**src/rtl/stopwatch_ctrl_if.sv**
```systemverilog
// Button/control bundle between the stopwatch front-end and its neighbours.
//
// Signals:
//   btn_start, btn_clear, btn_lap : raw active-high push-buttons (async levels)
//   run      : count-enable level to the stopwatch counter
//   clear    : one-cycle synchronous clear pulse to the stopwatch counter
//   lap_hold : high while the display shows a frozen lap value
//   state    : current run-control FSM state (debug LEDs)
//
// Handshake: there is no valid/ready pair on this bundle. Buttons are
// free-running levels with no timing relation to the clock; run, lap_hold
// and state are registered levels; clear is a registered single-cycle pulse
// that the consumer must act on in the cycle it is seen, with no back-pressure.
//
// Modports: master = side that owns the buttons and consumes the controls,
//           slave  = the stopwatch_ctrl block itself.
interface stopwatch_ctrl_if;
  logic       btn_start;
  logic       btn_clear;
  logic       btn_lap;
  logic       run;
  logic       clear;
  logic       lap_hold;
  logic [1:0] state;

  modport master (
    output btn_start, btn_clear, btn_lap,
    input  run, clear, lap_hold, state
  );

  modport slave (
    input  btn_start, btn_clear, btn_lap,
    output run, clear, lap_hold, state
  );
endinterface

```
**src/rtl/stopwatch_ctrl.sv**
```systemverilog
// Stopwatch button front-end and run-control FSM.
//
// Each raw button is passed through a 2-flop synchroniser, debounced by a
// per-button stable-level/counter pair, and turned into a one-cycle press
// event on the rising edge of the debounced level. A four-state FSM
// (IDLE/RUN/PAUSE/LAP) consumes the press events and drives registered
// run, clear and lap_hold outputs.
//
// Ports:
//   clock : system clock, all logic on its rising edge
//   reset : asynchronous active-low reset
//   sw    : stopwatch_ctrl_if.slave (buttons in; run/clear/lap_hold/state out)
//
// Parameters:
//   DEB_CYCLES : consecutive stable cycles needed to accept a new button level
//   DEB_W      : debounce counter width, 2**DEB_W must exceed DEB_CYCLES
module stopwatch_ctrl #(
  parameter int DEB_CYCLES = 1000000,
  parameter int DEB_W      = 20
) (
  input  logic             clock,
  input  logic             reset,
  stopwatch_ctrl_if.slave  sw
);

  typedef enum logic [1:0] {
    IDLE  = 2'b00,
    RUN   = 2'b01,
    PAUSE = 2'b10,
    LAP   = 2'b11
  } state_t;

  // Bit positions of the three buttons in the packed vectors below.
  localparam int B_START = 0;
  localparam int B_CLEAR = 1;
  localparam int B_LAP   = 2;

  localparam logic [DEB_W-1:0] CNT_LAST = DEB_W'(DEB_CYCLES - 1);

  logic [2:0]       raw;
  logic [2:0]       sync1;
  logic [2:0]       sync2;
  logic [2:0]       stable;
  logic [2:0]       stable_q;
  logic [2:0]       press;
  logic [DEB_W-1:0] cnt [3];

  state_t state_q;
  state_t next_state;
  logic   clear_q;
  logic   next_clear;
  logic   run_q;
  logic   lap_hold_q;

  assign raw = {sw.btn_lap, sw.btn_clear, sw.btn_start};

  // Two-flop synchroniser for all three buttons.
  always_ff @(posedge clock or negedge reset) begin
    if (!reset) begin
      sync1 <= '0;
      sync2 <= '0;
    end else begin
      sync1 <= raw;
      sync2 <= sync1;
    end
  end

  // Debounce: the counter tracks how many consecutive cycles the synchronised
  // input has disagreed with the stable level. Any agreement restarts it, so
  // only DEB_CYCLES uninterrupted disagreeing cycles flip the stable level.
  always_ff @(posedge clock or negedge reset) begin
    if (!reset) begin
      stable <= '0;
      for (int i = 0; i < 3; i++) begin
        cnt[i] <= '0;
      end
    end else begin
      for (int i = 0; i < 3; i++) begin
        if (sync2[i] == stable[i]) begin
          cnt[i] <= '0;
        end else if (cnt[i] == CNT_LAST) begin
          stable[i] <= ~stable[i];
          cnt[i]    <= '0;
        end else begin
          cnt[i] <= cnt[i] + DEB_W'(1);
        end
      end
    end
  end

  // Registered rising-edge detect: one press event per accepted press,
  // nothing on release.
  always_ff @(posedge clock or negedge reset) begin
    if (!reset) begin
      stable_q <= '0;
      press    <= '0;
    end else begin
      stable_q <= stable;
      press    <= stable & ~stable_q;
    end
  end

  // FSM state and registered outputs.
  always_ff @(posedge clock or negedge reset) begin
    if (!reset) begin
      state_q    <= IDLE;
      clear_q    <= 1'b0;
      run_q      <= 1'b0;
      lap_hold_q <= 1'b0;
    end else begin
      state_q    <= next_state;
      clear_q    <= next_clear;
      run_q      <= (next_state == RUN) || (next_state == LAP);
      lap_hold_q <= (next_state == LAP);
    end
  end

  // Next-state logic. Priority is clear > start > lap, and the first event
  // that is meaningful in the current state wins; the others are dropped.
  // Clear is only honoured when not counting. Gating the pulse with clear_q
  // keeps it from ever stretching over two cycles.
  always_comb begin
    next_state = state_q;
    next_clear = 1'b0;
    unique case (state_q)
      IDLE: begin
        if (press[B_CLEAR]) begin
          next_state = IDLE;
          next_clear = ~clear_q;
        end else if (press[B_START]) begin
          next_state = RUN;
        end
      end
      RUN: begin
        if (press[B_START]) begin
          next_state = PAUSE;
        end else if (press[B_LAP]) begin
          next_state = LAP;
        end
      end
      LAP: begin
        if (press[B_START]) begin
          next_state = PAUSE;
        end else if (press[B_LAP]) begin
          next_state = RUN;
        end
      end
      PAUSE: begin
        if (press[B_CLEAR]) begin
          next_state = IDLE;
          next_clear = ~clear_q;
        end else if (press[B_START]) begin
          next_state = RUN;
        end
      end
      default: begin
        next_state = IDLE;
      end
    endcase
  end

  assign sw.run      = run_q;
  assign sw.clear    = clear_q;
  assign sw.lap_hold = lap_hold_q;
  assign sw.state    = state_q;

endmodule

```
**src/flat_wrapper.sv**
```systemverilog
// flat-port wrapper written by rule: the top's interface ports become plain ports
module stopwatch_ctrl_flat 
#(
  parameter int DEB_CYCLES = 1000000,
  parameter int DEB_W      = 20
)
  (clock, reset, sw_btn_start, sw_btn_clear, sw_btn_lap, sw_run, sw_clear, sw_lap_hold, sw_state);
  stopwatch_ctrl_if sw_i ();
  input  logic clock;
  input  logic reset;
  input wire logic [$bits(sw_i.btn_start)-1:0] sw_btn_start;
  input wire logic [$bits(sw_i.btn_clear)-1:0] sw_btn_clear;
  input wire logic [$bits(sw_i.btn_lap)-1:0] sw_btn_lap;
  output wire logic [$bits(sw_i.run)-1:0] sw_run;
  output wire logic [$bits(sw_i.clear)-1:0] sw_clear;
  output wire logic [$bits(sw_i.lap_hold)-1:0] sw_lap_hold;
  output wire logic [$bits(sw_i.state)-1:0] sw_state;
  assign sw_i.btn_start = sw_btn_start;
  assign sw_i.btn_clear = sw_btn_clear;
  assign sw_i.btn_lap = sw_btn_lap;
  assign sw_run = sw_i.run;
  assign sw_clear = sw_i.clear;
  assign sw_lap_hold = sw_i.lap_hold;
  assign sw_state = sw_i.state;
  stopwatch_ctrl #(.DEB_CYCLES(DEB_CYCLES), .DEB_W(DEB_W)) u_core (.clock(clock), .reset(reset), .sw(sw_i));
endmodule
```
**config.mk**
```make
export PLATFORM = sky130hd
export DESIGN_NAME = stopwatch_ctrl_flat
export DESIGN_NICKNAME = d
export VERILOG_FILES = /design/src/rtl/stopwatch_ctrl_if.sv /design/src/rtl/stopwatch_ctrl.sv /design/src/flat_wrapper.sv
export SDC_FILE = /design/constraint.sdc
export NUM_CORES = 1
export LEC_CHECK = 0
export CAP_MARGIN = 20
export CORE_ASPECT_RATIO = 1.75
export CORE_MARGIN = 2
export CORE_UTILIZATION = 50
export CTS_BUF_LIST = sky130_fd_sc_hd__clkbuf_8
export DETAILED_ROUTE_END_ITERATION = 8
export PLACE_DENSITY = 0.67
export SLEW_MARGIN = 20
export SYNTH_ARGS = -nofsm -noshare
export SYNTH_HDL_FRONTEND = slang
export SYNTH_SLANG_ARGS = --single-unit
```
**constraint.sdc**
```tcl
create_clock -name clock -period 2.2 [get_ports clock]
set_input_delay 0.44 -clock clock [delete_from_list [all_inputs] [get_ports clock]]
set_output_delay 0.44 -clock clock [all_outputs]
set_load 0.005 [all_outputs]
```
==> summary.txt <==
post-synth net total: 363
largest net degree at the start of global routing: 41
Total Nets Final: 383
Routed WL: 6.598 mm
Setup Skew: 12.34 ps
number of port buffers: 9
Syn. warnings: 0
H-Tree Depth: 3
most common cell after layout, fill and taps aside: dfrtp_1
synthesis-to-finish area growth: 11.53%
reg2reg end: u_core.cnt[38]
Tightest Pin Transition: 510.3 ps
Yosys reg bits: 79
TritonRoute pass-1 iters: 4
CP max stage delay: 620 ps
final std cells w/o fill: 466
slowest cell on the critical path: or4_1
Final Hold Vio Count: 0
fin. max-slew vios: 0
Post-synth EDFFs: 0
drt wl/cell: 14.16 um
clock slew at reported path FFs: 90 ps
P per Cell Area: 628.9 mW/mm^2
average cell area after synthesis: 10.18 sq um
clock latency on the worst-skew pair: 360 ps
register area share after synthesis: 0.5469
most frequent cells in the layout: 79 x dfrtp_1, 50 x nor2_1, 25 x xnor2_1
DRT iter0 DRCs: 158
# hold bufs at CTS: 0
Cells after DPL: 450
peak supply drop: 0.4985 mV
total global-route track usage: 0.1896
Critical Path End Type: flop
critical path class: reg2reg
slew margin rel.: 0.6572
crit path DAT: 2380 ps
CTS resizes: 0
vias per cell: 5.622
final instance area: 0.004031 sq mm
Initial Utilization: 0.5069
Max Freq: 478.0 MHz
first-pass GRT wire length: 11.16 mm
Die Footprint: 0.007953 sq mm
Setup Viol. Count Final: 0
Syn Inst Count: 355
critical path fanouts, max: 8
layout cells sized above 1: 0.09474
Synth Cell Area: 0.003615 sq mm
Crit path buffers/inverters: 0
number of routed nets with antenna violations: 0
Worst path top cell family by delay: simple AND/OR/NAND/NOR gates
FP Rows: 41
max_cap viols: 0
DIE HEIGHT: 116.5 um
Critical Path RT: 2490 ps
CORE AREA: 0.007131 sq mm
Diodes inserted: 0
RSZ-0062 raised after global routing: no
Filler cells: 643
Final min period: 2092 ps
Primary FF master, synth: dfrtp_1
DRC: 0
initial antenna violation count: 0
stages on the worst setup path: 5
CTS sink cnt: 79
cell mode on critical path: or4_1
postcts setup bufs: 0
worst reg2reg setup slack: 110 ps
# IOs: 10
crit path launch type: flop
Async S/R FF share, synth: 1.000
routed via count: 2620
number of global-route vias before repair: 2554
Area after DPL: 0.003860 sq mm
Root Buffer: clkbuf_8
RePlAce Congestion: 0.8136
Longest Clk Path Bufs: 2
worst r2r src: u_core.cnt[20]
grt ovf: 0
CTS buffer count: 9
DP HPWL: 4.770 mm
Cell variety after synth: 33
die width: 68.28 um
worst r2r path cells: 5
Final Cycle Share: 0.9508
CTS tree: built
status: finished, final reports clean
total negative slack: 0 ps
cell breakdown of the critical path: ha_1 -> nand2_1 -> or4_1 -> or4_1 -> a21oi_1
static leakage: 1.640 nW
Min-Delay Path Class: in2async
## sequential cells by signal, indices dropped and copies added (netlist names)
signal              count
u_core.cnt             60
u_core.press            3
u_core.sw.clear         1
u_core.sw.lap_hold      1
u_core.sw.state         2
u_core.stable           3
u_core.stable_q         3
u_core.sync2            3
u_core.sync1            3
## routing by layer
metal  track usage  up-vias  share of wire
met5             0        -              0
met4        0.1053        0          0.022
met3       0.03950       11          0.020
met2        0.3417       24           0.56
met1        0.1967     1297           0.40
li1              -     1288              -
## where the power goes
part	total [mW]	internal [mW]	switching, mW
registers	1.49	1.47	0.0171
logic	0.0889	0.0294	0.0595
clock network	0.960	0.409	0.551
total	2.54	1.91	0.628
## stage by stage
step | hold slack (ps) | worst slack (ps) | utilization | power (mW)
2_1_floorplan | 144.4 | 214.8 | - | 1.551
3_3_place_gp | 333.9 | 159.5 | 0.5413 | 1.605
3_5_place_dp | 334.7 | 123.8 | 0.5413 | 1.608
4_1_cts | 48.79 | 118.4 | 0.5654 | 2.571
5_1_grt | 72.70 | 11.53 | 0.5654 | 2.646
6_report | 43.91 | 108.1 | 0.5654 | 2.535
## cell families (layout without fill, tap and decap cells)
group           count (synthesis)  in the layout  share of synthesized area
simple gates                  169            169                     0.2489
buf+inv                        23             48                    0.02561
fa+ha+maj                       3              3                    0.01039
xor+xnor                       41             41                    0.09934
flops                          79             79                     0.5469
mux                             4              4                    0.01211
compound gates                 36             36                    0.05677
## final cells by class
class / instances / area [sq um] / share of cell area
repair buffers: 20 / 170.2 / 0.04221
clock inverters: 7 / 47.55 / 0.01179
inverters: 12 / 45.04 / 0.01117
multi-input cells: 253 / 1560 / 0.3870
flip-flops and latches: 79 / 1977 / 0.4904
clock buffers: 9 / 123.9 / 0.03073
well taps: 86 / 107.6 / 0.02669
## worst reg2reg max path: cells and delay by family, from the launching register on
family	cells	cell delay, ps
AOI/OAI and AO/OA	1	150
and+or+nand+nor	3	1230
adders and majority gates	1	250
DFF	1	410
## how the worst max path moves through the flow
stage / slack [ps] / startpoint / end
floorplan: 210 / u_core.cnt[20] / u_core.cnt[38]
global placement: 160 / u_core.cnt[20] / u_core.cnt[38]
detailed placement: 120 / u_core.cnt[20] / u_core.cnt[38]
CTS: 120 / u_core.cnt[20] / u_core.cnt[38]
global route: 10 / u_core.cnt[20] / u_core.cnt[38]
finish: 110 / u_core.cnt[20] / u_core.cnt[38]
## cells in the mapped netlist (2+ instances only)
| master | instances | area share |
|---|---|---|
| a21oi_1 | 16 | 0.022 |
| and3_1 | 8 | 0.014 |
| buf_2 | 2 | 0.0028 |
| clkbuf_1 | 8 | 0.0083 |
| dfrtp_1 | 79 | 0.55 |
| ha_1 | 3 | 0.010 |
| inv_1 | 12 | 0.012 |
| mux2_2 | 3 | 0.0093 |
| nand2_1 | 16 | 0.017 |
| nand2b_1 | 2 | 0.0035 |
| nand3_1 | 23 | 0.032 |
| nand4_1 | 13 | 0.022 |
| nand4b_1 | 2 | 0.0048 |
| nor2_1 | 50 | 0.052 |
| nor2b_1 | 5 | 0.0087 |
| nor3_1 | 13 | 0.018 |
| nor4_1 | 9 | 0.016 |
| nor4bb_1 | 2 | 0.0055 |
| o21ai_0 | 10 | 0.014 |
| o31ai_1 | 10 | 0.021 |
| or3_1 | 9 | 0.016 |
| or4_1 | 8 | 0.017 |
| or4b_1 | 3 | 0.0083 |
| xnor2_1 | 25 | 0.061 |
| xor2_1 | 16 | 0.039 |
Power figures use the tool's default switching activity.
